--- src/rtl/arb_pkg.sv ---
// Shared constants and FSM state type for the request arbiters.
// Pure definitions: no latency, no flow control.
package arb_pkg;

  localparam int N_REQ        = 4;
  localparam int IDX_W        = 2;
  localparam int TIMEOUT_DFLT = 16;

  typedef enum logic {
    IDLE = 1'b0,
    BUSY = 1'b1
  } state_t;

endpackage

--- src/rtl/rr_prio_enc.sv ---
// Rotated 4-to-2 priority encoder: first set bit of req searching ptr, ptr+1, ... mod 4.
// Combinational, zero latency; no flow control (idx valid only when any=1).
module rr_prio_enc
  import arb_pkg::*;
(
  input  logic [N_REQ-1:0] req,
  input  logic [IDX_W-1:0] ptr,
  output logic [IDX_W-1:0] idx,
  output logic             any
);

  logic [IDX_W-1:0] pos;

  // Walk from the farthest offset down so the nearest set bit to ptr is written last.
  always_comb begin
    idx = '0;
    pos = '0;
    any = |req;
    for (int k = N_REQ - 1; k >= 0; k--) begin
      pos = ptr + IDX_W'(k);
      if (req[pos]) begin
        idx = pos;
      end
    end
  end

endmodule

--- src/rtl/req_arbiter_4.sv ---
// Round-robin 4-way arbiter, 1-cycle req-to-gnt, grant held until done; ARB_TIMEOUT_EN adds forced release.
// Holds one owner at a time; new requests wait for the IDLE cycle that follows every release.
module req_arbiter_4
  import arb_pkg::*;
#(
`ifdef ARB_TIMEOUT_EN
  parameter int TIMEOUT = TIMEOUT_DFLT
`endif
)(
  input  logic             clk,
  input  logic             rst,
  input  logic [N_REQ-1:0] req,
  input  logic             done,
  output logic [N_REQ-1:0] gnt,
  output logic [IDX_W-1:0] gnt_idx,
  output logic             gnt_vld,
  output logic             timeout
);

  state_t           state;
  logic [IDX_W-1:0] ptr;
  logic [IDX_W-1:0] win_idx;
  logic             win_any;

  rr_prio_enc u_enc (
    .req (req),
    .ptr (ptr),
    .idx (win_idx),
    .any (win_any)
  );

`ifdef ARB_TIMEOUT_EN
  localparam logic [7:0] HOLD_LAST = 8'(TIMEOUT - 1);
  logic [7:0] hold_cnt;

  always_ff @(posedge clk or posedge rst) begin
    if (rst) begin
      state    <= IDLE;
      gnt      <= '0;
      gnt_idx  <= '0;
      gnt_vld  <= 1'b0;
      ptr      <= '0;
      timeout  <= 1'b0;
      hold_cnt <= '0;
    end else begin
      case (state)
        IDLE: begin
          timeout <= 1'b0;
          if (win_any) begin
            gnt      <= N_REQ'(1) << win_idx;
            gnt_idx  <= win_idx;
            gnt_vld  <= 1'b1;
            hold_cnt <= '0;
            state    <= BUSY;
          end
        end
        BUSY: begin
          // done wins over an expiring counter, so a coincident release is not flagged.
          if (done || hold_cnt == HOLD_LAST) begin
            gnt     <= '0;
            gnt_vld <= 1'b0;
            ptr     <= gnt_idx + 1'b1;
            timeout <= ~done;
            state   <= IDLE;
          end else begin
            hold_cnt <= hold_cnt + 8'd1;
          end
        end
        default: state <= IDLE;
      endcase
    end
  end
`else
  assign timeout = 1'b0;

  always_ff @(posedge clk or posedge rst) begin
    if (rst) begin
      state   <= IDLE;
      gnt     <= '0;
      gnt_idx <= '0;
      gnt_vld <= 1'b0;
      ptr     <= '0;
    end else begin
      case (state)
        IDLE: begin
          if (win_any) begin
            gnt     <= N_REQ'(1) << win_idx;
            gnt_idx <= win_idx;
            gnt_vld <= 1'b1;
            state   <= BUSY;
          end
        end
        BUSY: begin
          if (done) begin
            gnt     <= '0;
            gnt_vld <= 1'b0;
            ptr     <= gnt_idx + 1'b1;
            state   <= IDLE;
          end
        end
        default: state <= IDLE;
      endcase
    end
  end
`endif

endmodule
--- config.mk ---
export PLATFORM = sky130hd
export DESIGN_NAME = req_arbiter_4
export DESIGN_NICKNAME = d
export VERILOG_FILES = /design/src/rtl/arb_pkg.sv /design/src/rtl/rr_prio_enc.sv /design/src/rtl/req_arbiter_4.sv
export SDC_FILE = /design/constraint.sdc
export NUM_CORES = 1
export LEC_CHECK = 0
export ABC_AREA = 1
export BUFFER_PORTS_ARGS = -buffer_cell sky130_fd_sc_hd__buf_2
export CAP_MARGIN = 20
export CELL_PAD_IN_SITES_DETAIL_PLACEMENT = 0
export CELL_PAD_IN_SITES_GLOBAL_PLACEMENT = 1
export CORE_MARGIN = 1.5
export CORE_UTILIZATION = 40
export CTS_BUF_LIST = sky130_fd_sc_hd__clkbuf_8
export CTS_CLUSTER_SIZE = 28
export DETAILED_ROUTE_END_ITERATION = 8
export PLACE_DENSITY = 0.92
export SYNTH_ARGS = -nofsm -noshare
export SYNTH_HDL_FRONTEND = slang
export SYNTH_SLANG_ARGS = --single-unit
export TNS_END_PERCENT = 50
--- constraint.sdc ---
create_clock -name clk -period 3.8 [get_ports clk]
set_input_delay 0.76 -clock clk [delete_from_list [all_inputs] [get_ports clk]]
set_output_delay 0.76 -clock clk [all_outputs]
set_load 0.01 [all_outputs]
==> results of run 1 <==
[flip-flops by register name, indices dropped and copies added, names as in the netlist]
register,count
gnt,4
gnt_idx,2
gnt_vld,1
ptr,2
state,1
[tightest hold or removal path: cells and delay by family (launching register included)]
kind,cells,cell delay [ns]
flip-flops,1,0.33
AND/OR/NAND/NOR,2,0.10
[path summary, 6_finish.rpt]
check                      startpoint         end  slack [ns]
max in group asynchronous         rst  gnt_idx[0]        3.04
setup reg to reg               ptr[0]      gnt[1]        2.28
hold / removal                 gnt[3]      gnt[3]        0.47
hold reg to reg                gnt[3]      gnt[3]        0.47
min in group asynchronous         rst      gnt[2]        0.49
setup / recovery               req[3]      gnt[2]        2.16
[layout by cell type (no fill, tap or decap)]
cell / instances
nand4_1: 2
a31oi_1: 2
nand3_1: 5
o21ai_1: 1
xnor2_1: 1
o21ai_2: 1
inv_2: 1
conb_1: 1
dfrtp_1: 10
buf_2: 13
nor2_1: 1
clkbuf_8: 3
inv_1: 11
a21oi_1: 1
o21ai_0: 4
nand3_2: 4
nand2_1: 35
nand2_2: 5
[logic make-up after synthesis]
| group | Yosys count | share of synthesized area |
|---|---|---|
| AOI/OAI and AO/OA | 9 | 0.0825 |
| xor gates and xnor gates | 1 | 0.0141 |
| buffers and inverters | 14 | 0.103 |
| DFF | 10 | 0.402 |
| other | 1 | 0.00603 |
| and+or+nand+nor | 52 | 0.392 |
[through the flow]
step,std cells,hold slack (ns),setup slack (ns)
final,117,0.473,2.16
after CTS,117,0.478,2.17
after global placement,114,0.460,1.92
after floorplan,87,0.515,2.25
after detailed placement,114,0.464,1.92
after global routing,117,0.502,1.99
[cell usage after synthesis]
master   instances
nand2_1         35
inv_1           11
dfrtp_1         10
nand2_2          5
nand3_1          5
nand3_2          4
o21ai_0          4
a31oi_1          2
nand4_1          2
a21oi_1          1
buf_4            1
buf_6            1
conb_1           1
inv_2            1
nor2_1           1
o21ai_1          1
o21ai_2          1
xnor2_1          1
[where the power goes]
part	leakage, nW	internal, mW	total, mW	switching, mW
logic	0.284	0.127	0.348	0.222
clock network	0.0216	0.0692	0.109	0.0396
registers	0.124	0.154	0.201	0.0475
[metal layers]
layer / vias up / share of wire
met4: 0 / 0.019
met2: 13 / 0.48
met1: 268 / 0.46
met3: 2 / 0.038
li1: 300 / -
met5: - / 0
[final cells by class]
| class | instances | area (µm²) |
|---|---|---|
| clock buffer | 3 | 41.3 |
| fill | 153 | 742 |
| tap | 16 | 20.0 |
| inverter | 12 | 45.0 |
| multi-input combinational | 63 | 308 |
| sequential | 10 | 250 |
| timing repair buffer | 13 | 65.1 |
==> results by group, run 1 <==
Run status
  – Status: finished, final reports clean

Place
  – Placed cell areas: 688 µm²
  – Routability cong.: 0.812
  – Placed wire-length estimate: 963 µm
  – PortBufs: 13

Setup path
  – FF-to-FF path depth: 10
  – Critical Path RT: 3.97 ns
  – CP max stage delay: 0.29 ns
  – Crit. path cell count: 8
  – Worst Path Max Fanout: 5
  – Worst setup SP type: input pin
  – WP buf/inv: 3
  – Worst setup EP type: flip-flop
  – Crit Path Class: input pin to flip-flop
  – CP max-delay cell: a21oi_1
  – Worst EP arrival: 1.81 ns
  – Worst-path cell chain: buf_2 -> inv_1 -> nand4_1 -> nand2_1 -> inv_1 -> a21oi_1 -> nand2_1 -> o21ai_2
  – Top delay family on crit path: simple AND/OR/NAND/NOR gates

Power
  – Leakage: 0.430 nW
  – VDD IR-drop max: 0.000343 V
  – Power per cell area: 902 nW/µm²
  – Total power: 0.658 mW

STA
  – Period minus WS final: 1.64 ns
  – Final setup fails: 0
  – Max Freq: 609 MHz
  – Final Hold Fails: 0
  – RSZ-0062 raised after global routing: no
  – Final period utilization: 0.432
  – Slew Limit Fails: 0
  – Skew final: 0.00381 ns
  – Final TNS setup: 0 ns

Cells and area
  – Nets@finish: 110
  – Area growth syn-to-layout: 17.3%
  – Antenna Cells: 0
  – Share of cells above drive strength 1: 0.267
  – Fin area: 729 µm²
  – Final Core Density: 0.496

Flow run
  – Max_cap viols: 0

Route
  – Final wirelength: 1.25 mm
  – Initial DRT Pass Iterations: 4
  – WL/cell: 10.7 µm
  – DR vias/cell: 4.98
  – Antenna Nets Post-Route: 0
  – DR DRC count: 0
  – Drt first-iter violations: 7
  – Via Count: 583

Clock tree
  – CTS buffer count: 3
  – Worst-path clk slew: 0.05 ns
  – Resize count post-CTS: 0
  – Postcts setup bufs: 0
  – Hold-fix buffers at CTS: 0
  – Worst-skew pair later-pin latency: 0.23 ns
  – CTS root buf: clkbuf_8
  – H-tree Lvls: 1
  – Clock buffer depth: 2
  – CTS tree: yes
  – Clk sink count: 10

Global route
  – GR peak layer: met2
  – Grt total ovfl: 0
  – Vias in the first global route: 529
  – GRT Total Usage: 0.164
  – Met2 Track Usage GR: 0.280
  – Met3 global-route usage: 0.0259
  – Largest net degree at the start of global routing: 13
  – First-pass GRT wire length: 2.18 mm
  – Met1 usage: 0.192
  – Initial antenna violation count: 0

Die
  – Die X: 42.4 µm
  – I/O pins: 15
  – Die H: 42.4 µm
  – Die area: 1800 µm²
  – Row count: 14
  – Initial core utilization: 0.423
  – Core footprint: 1470 µm²

Yosys
  – Post-Syn Area per Cell: 7.15 µm²
  – Yosys top cell area share: 0.402
  – Post-Syn Area: 622 µm²
  – Distinct cells, synth: 18
  – Post-Syn Instances: 87
  – Synthesis Warnings: 0
  – Sequential area share after synthesis: 0.402
  – Number of synthesized register bits: 10
  – Synth Net Count: 94
  – Post-synth top area cell: dfrtp_1
  – Cell types occupying the most area after synthesis: dfrtp_1 (40%), nand2_1 (21%), inv_1 (6.6%)

Worst hold path
  – Hold/Removal Path Class: flip-flop to flip-flop
  – Hold path depth: 2
Power figures use the tool's default switching activity.
==> inputs of run 2 (changes only) <==
--- a/config.mk
+++ b/config.mk
@@ -11,11 +11,11 @@
 export CELL_PAD_IN_SITES_DETAIL_PLACEMENT = 0
 export CELL_PAD_IN_SITES_GLOBAL_PLACEMENT = 1
 export CORE_MARGIN = 1.5
-export CORE_UTILIZATION = 40
+export CORE_UTILIZATION = 38
 export CTS_BUF_LIST = sky130_fd_sc_hd__clkbuf_8
 export CTS_CLUSTER_SIZE = 28
 export DETAILED_ROUTE_END_ITERATION = 8
-export PLACE_DENSITY = 0.92
+export PLACE_DENSITY = 0.89
 export SYNTH_ARGS = -nofsm -noshare
 export SYNTH_HDL_FRONTEND = slang
 export SYNTH_SLANG_ARGS = --single-unit
==> constraint.sdc (replaced) <==
create_clock -name clk -period 1.6 [get_ports clk]
set_input_delay 0.32 -clock clk [delete_from_list [all_inputs] [get_ports clk]]
set_output_delay 0.32 -clock clk [all_outputs]
set_load 0.01 [all_outputs]
==> run 2 against run 1 <==
  * Count of clock-buffer cells in the layout increased by 1
  * Utilization shrank 0.72 points
  * Clock skew about the same
  * Largest power group unchanged
  * First-iteration DRC count is 57% higher
  * Critical path type is now flip-flop to flip-flop
  * Die area increased by 4.9%
  * Via count down 0.51%
  * Non-clock buffer count stayed put
  * Critical path depth is 2 higher
==> results by group, run 2 (synthesis results as in run 1) <==
Global route
  – Vias in the first global route: 560
  – First-pass GRT wire length: 2.29 mm
  – Initial antenna violation count: 0
  – Grt total ovfl: 0
  – GRT Total Usage: 0.159
  – Largest net degree at the start of global routing: 13

Route
  – Initial DRT Pass Iterations: 4
  – Drt first-iter violations: 11
  – Via Count: 580
  – DR DRC count: 0
  – Final wirelength: 1.29 mm
  – WL/cell: 10.9 µm
  – Antenna Nets Post-Route: 0
  – DR vias/cell: 4.92

Cells and area
  – Top flop regs: gnt (4), gnt_idx (2), ptr (2)
  – Most flops, register: gnt
  – Nets@finish: 110
  – Antenna Cells: 0
  – Register Area: 251 µm²
  – Max reg flops: 4
  – FILL cells: 163
  – Final cell count without fillers: 118
  – Fin area: 744 µm²
  – Area of the multi-input gates: 308 µm²
  – Commonest non-fill, non-tap cell in the layout: nand2_1
  – Share of cells above drive strength 1: 0.284
  – Final Core Density: 0.489
  – Most frequent cells in the layout: nand2_1 (35), buf_2 (13), inv_1 (11)
  – Area growth syn-to-layout: 19.7%

STA
  – Final Hold Fails: 0
  – Final TNS setup: 0 ns
  – Skew final: 0.00419 ns
  – Period minus WS final: 1.41 ns
  – Max Freq: 710 MHz
  – Slew Limit Fails: 0
  – Final setup fails: 0
  – RSZ-0062 raised after global routing: no
  – Final period utilization: 0.880

Power
  – VDD IR-drop max: 0.000869 V
  – Total power: 1.63 mW
  – Leakage: 0.436 nW
  – Power per cell area: 2180 nW/µm²

Clock tree
  – CTS root buf: clkbuf_8
  – CTS tree: yes
  – CTS buffer count: 3
  – Worst-skew pair later-pin latency: 0.23 ns
  – Clk sink count: 10
  – H-tree Lvls: 1
  – Postcts setup bufs: 0
  – Clock buffer depth: 2
  – Worst-path clk slew: 0.05 ns

Die
  – Die area: 1890 µm²
  – Die X: 43.5 µm
  – Initial core utilization: 0.408
  – I/O pins: 15
  – Die H: 43.5 µm
  – Row count: 14
  – Core footprint: 1520 µm²

Setup path
  – Critical Path RT: 1.73 ns
  – CP max stage delay: 0.48 ns
  – Worst setup EP type: flip-flop
  – Worst EP arrival: 1.53 ns
  – WP buf/inv: 1
  – Crit Path Class: flip-flop to flip-flop
  – Top delay family on crit path: simple AND/OR/NAND/NOR gates
  – CP max-delay cell: dfrtp_2
  – Worst-path cell chain: inv_1 -> nand2_1 -> nand3_1 -> nand2_1 -> nand3_2 -> nand2_2 -> nand2_2 -> nand2_2 -> nand3_1 -> nand2_1
  – Worst setup SP type: flip-flop
  – Worst Path Max Fanout: 12

Place
  – DP Cell Count: 114
  – Placed cell areas: 688 µm²
  – Placed wire-length estimate: 1.02 mm
  – Routability cong.: 0.856
  – PortBufs: 13

Worst hold path
  – Hold/Removal Path Class: input pin to async pin

Flow run
  – Max_cap viols: 0

Run status
  – Status: finished, final reports clean
[run 2: cell count changes in the layout (fill, tap and decap cells not counted)]
| cell | change |
|---|---|
| clkbuf_8 | +1 |
| dfrtp_1 | -1 |
| dfrtp_2 | +1 |
[run 2: layer usage]
metal / wire length [µm] / share of wire / vias up / track usage
li1: - / - / 303 / -
met1: 645 / 0.50 / 267 / 0.203
met2: 606 / 0.47 / 10 / 0.275
met3: 36 / 0.028 / 0 / 0.0125
met4: 0 / 0 / 0 / 0.0727
met5: 0 / 0 / - / 0
[run 2: worst register-to-register path, stage by stage, from the launching register on]
cell and delay [ns]:
dfrtp_2 0.48, inv_1 0.13, nand2_1 0.09, nand3_1 0.10, nand2_1 0.07, nand3_2 0.08, nand2_2 0.06, nand2_2 0.08
nand2_2 0.08, nand3_1 0.08, nand2_1 0.05
[run 2: path summary, 6_finish.rpt]
check	endpoint	slack, ns	cells after the start	startpoint
max in group asynchronous	ptr[0]	1.25	2	rst
min in group clk	state	0.33	2	done
setup reg to reg	gnt[1]	0.19	10	ptr[0]
hold / removal	gnt_idx[0]	0.05	2	rst
hold reg to reg	gnt[1]	0.47	2	gnt[1]
setup / recovery	gnt[1]	0.19	10	ptr[0]
[run 2: stage by stage]
| stage | setup WS, ns | hold slack [ns] |
|---|---|---|
| global route | 0.0247 | 0.0963 |
| detailed placement | 0.105 | 0.318 |
| floorplan | 0.337 | 0.160 |
| CTS | 0.0852 | 0.0687 |
| finish | 0.192 | 0.0518 |
| global placement | 0.152 | 0.312 |
[run 2: cell type report]
class,count,share of cell area
sequential,10,0.338
tap,16,0.0269
clock buffer,4,0.0739
timing repair buffer,13,0.0874
inverter,12,0.0605
multi-input combinational,63,0.413
[run 2: where the power goes]
group          internal (mW)  switching, mW
clock network          0.216         0.0985
registers              0.367          0.117
logic                  0.301          0.526
[run 2: what timing repair did]
action	CTS	global route
hold buffers	0	0
hold endpoints to repair	0	0
gates resized for setup	0	1
endpoints found under the setup margin	0	5
==> inputs of run 3 (changes only) <==
--- a/config.mk
+++ b/config.mk
@@ -16,6 +16,7 @@
 export CTS_CLUSTER_SIZE = 28
 export DETAILED_ROUTE_END_ITERATION = 8
 export PLACE_DENSITY = 0.89
+export SLEW_MARGIN = 20
 export SYNTH_ARGS = -nofsm -noshare
 export SYNTH_HDL_FRONTEND = slang
 export SYNTH_SLANG_ARGS = --single-unit
==> constraint.sdc (replaced) <==
create_clock -name clk -period 1.3 [get_ports clk]
set_input_delay 0.26 -clock clk [delete_from_list [all_inputs] [get_ports clk]]
set_output_delay 0.26 -clock clk [all_outputs]
set_load 0.01 [all_outputs]
==> run 3 against run 2 <==
  * The flow now finishes with violations (hold timing, setup timing)
  * Sequential share of layout area down 5.2 points
  * Maximum frequency up 4.5%
  * Critical path depth unchanged
  * Combinational power up 75%
  * Global-route usage up 2.2 points
  * Critical endpoint is now gnt[3]
  * First-iteration DRC count up 64%
  * Clock skew down 0.0019 ns
  * Final cell count up 5.9%
  * Power up 49%
  * Register-to-register slack worse by 0.24 ns
==> results by group, run 3 (synthesis results as in run 1) <==
STA
  – RSZ-0062 raised after global routing: yes
  – Min Hold Slack: -0.00777 ns
  – Worst Setup Slack, final: -0.0468 ns
  – Final setup fails: 5
  – Final TNS setup: -0.155 ns
  – Period minus WS final: 1.35 ns
  – Final period utilization: 1.04
  – Skew final: 0.00232 ns
  – Slew Limit Fails: 0
  – Max Freq: 743 MHz
  – Final Hold Fails: 10

Clock tree
  – CTS root buf: clkbuf_8
  – H-tree Lvls: 1
  – Clk sink count: 10
  – Worst-path clk slew: 0.05 ns
  – Worst-skew pair later-pin latency: 0.23 ns
  – Clock buffer depth: 2
  – CTS tree: yes
  – CTS buffer count: 3

Cells and area
  – Share of cells above drive strength 1: 0.468
  – Max reg flops: 4
  – Area growth syn-to-layout: 42.1%
  – Most frequent cells in the layout: nand2_1 (27), buf_2 (13), inv_1 (10)
  – Top flop regs: gnt (4), gnt_idx (2), ptr (2)
  – Final cell count without fillers: 125
  – Most flops, register: gnt
  – Antenna Cells: 0
  – Nets@finish: 117
  – Commonest non-fill, non-tap cell in the layout: nand2_1

Route
  – Drt first-iter violations: 18
  – Final wirelength: 1.49 mm
  – Antenna Nets Post-Route: 0
  – WL/cell: 11.9 µm
  – DR vias/cell: 4.94
  – Via Count: 617
  – Initial DRT Pass Iterations: 4
  – DR DRC count: 0

Die
  – Die X: 43.5 µm
  – I/O pins: 15
  – Die area: 1890 µm²
  – Die H: 43.5 µm
  – Row count: 14
  – Core footprint: 1520 µm²
  – Initial core utilization: 0.408

Setup path
  – Reg-to-reg startpoint: ptr[0]
  – Worst setup EP type: flip-flop
  – Critical path origin: ptr[0]
  – Worst setup SP type: flip-flop
  – Worst Path Max Fanout: 6
  – Worst EP arrival: 1.47 ns
  – Critical Path RT: 1.42 ns
  – Crit Path Class: flip-flop to flip-flop

Global route
  – Vias in the first global route: 597
  – Largest net degree at the start of global routing: 11
  – GRT Total Usage: 0.181
  – First-pass GRT wire length: 2.50 mm
  – Initial antenna violation count: 0
  – Grt total ovfl: 0

Power
  – Power per cell area: 2750 nW/µm²
  – Leakage: 0.499 nW
  – VDD IR-drop max: 0.00132 V

Run status
  – Failing checks: hold timing, setup timing
  – Status: complete, but fails checks

Worst hold path
  – Hold/Removal Path Class: input pin to async pin

Flow run
  – Max_cap viols: 0

Place
  – PortBufs: 13
  – Placed wire-length estimate: 993 µm
  – DP Cell Count: 119
  – Place WS: -0.110 ns
  – Routability cong.: 0.913
[run 3: path summary, 6_finish.rpt]
check                      slack [ns]      to  depth (start not counted)
min                            -0.008   state                          2
max                             -0.05  gnt[3]                         10
max in group asynchronous        1.01  ptr[0]                          2
min in group clk                 0.27   state                          2
max reg2reg                     -0.05  gnt[3]                         10
min reg2reg                      0.48  gnt[1]                          2
[run 3: area by class of cell]
type,count,area [µm²]
Multi-Input combinational cell,63,387
Fill cell,147,641
Clock buffer,4,55.1
Inverter,12,47.5
Timing Repair Buffer,20,121
Tap cell,16,20.0
Sequential cell,10,253
[run 3: routing by layer]
| metal | track usage | up-vias | share of wire |
|---|---|---|---|
| met4 | 0.127 | 0 | 0.023 |
| met5 | 0 | - | 0 |
| met2 | 0.278 | 15 | 0.52 |
| met3 | 0.0292 | 5 | 0.029 |
| li1 | - | 316 | - |
| met1 | 0.232 | 281 | 0.43 |
[run 3: report_power, final]
group | switching, mW | internal [mW]
Clock | 0.119 | 0.266
Sequential | 0.142 | 0.456
Combinational | 0.849 | 0.599
Total | 1.11 | 1.32
[run 3: worst max-delay path, cell delays in order (launching register included)]
cell and delay (ns):
dfrtp_2 0.42, buf_6 0.15, nand2_2 0.06, o21ai_1 0.10, nand2_2 0.08, nand3_2 0.09
nand2_2 0.07, nand2_4 0.09, nand2_4 0.06, nand2_1 0.07, nand2_1 0.05
[run 3: timing repair]
item	in CTS	in global routing
buffers inserted	1	1
gates resized for setup	11	15
endpoints found under the setup margin	5	6
pin swaps	3	7
hold endpoints to repair	0	0
hold buffers	0	0
[run 3: stage by stage]
stage / instance area, µm² / util / hold slack, ns / total power [mW]
floorplan: 622 / - / 0.100 / 1.39
global placement: 726 / 0.476 / 0.248 / 1.69
detailed placement: 726 / 0.476 / 0.262 / 1.71
CTS: 817 / 0.536 / 0.00301 / 2.24
global route: 883 / 0.580 / 0.0452 / 2.65
finish: 883 / 0.580 / -0.00777 / 2.43
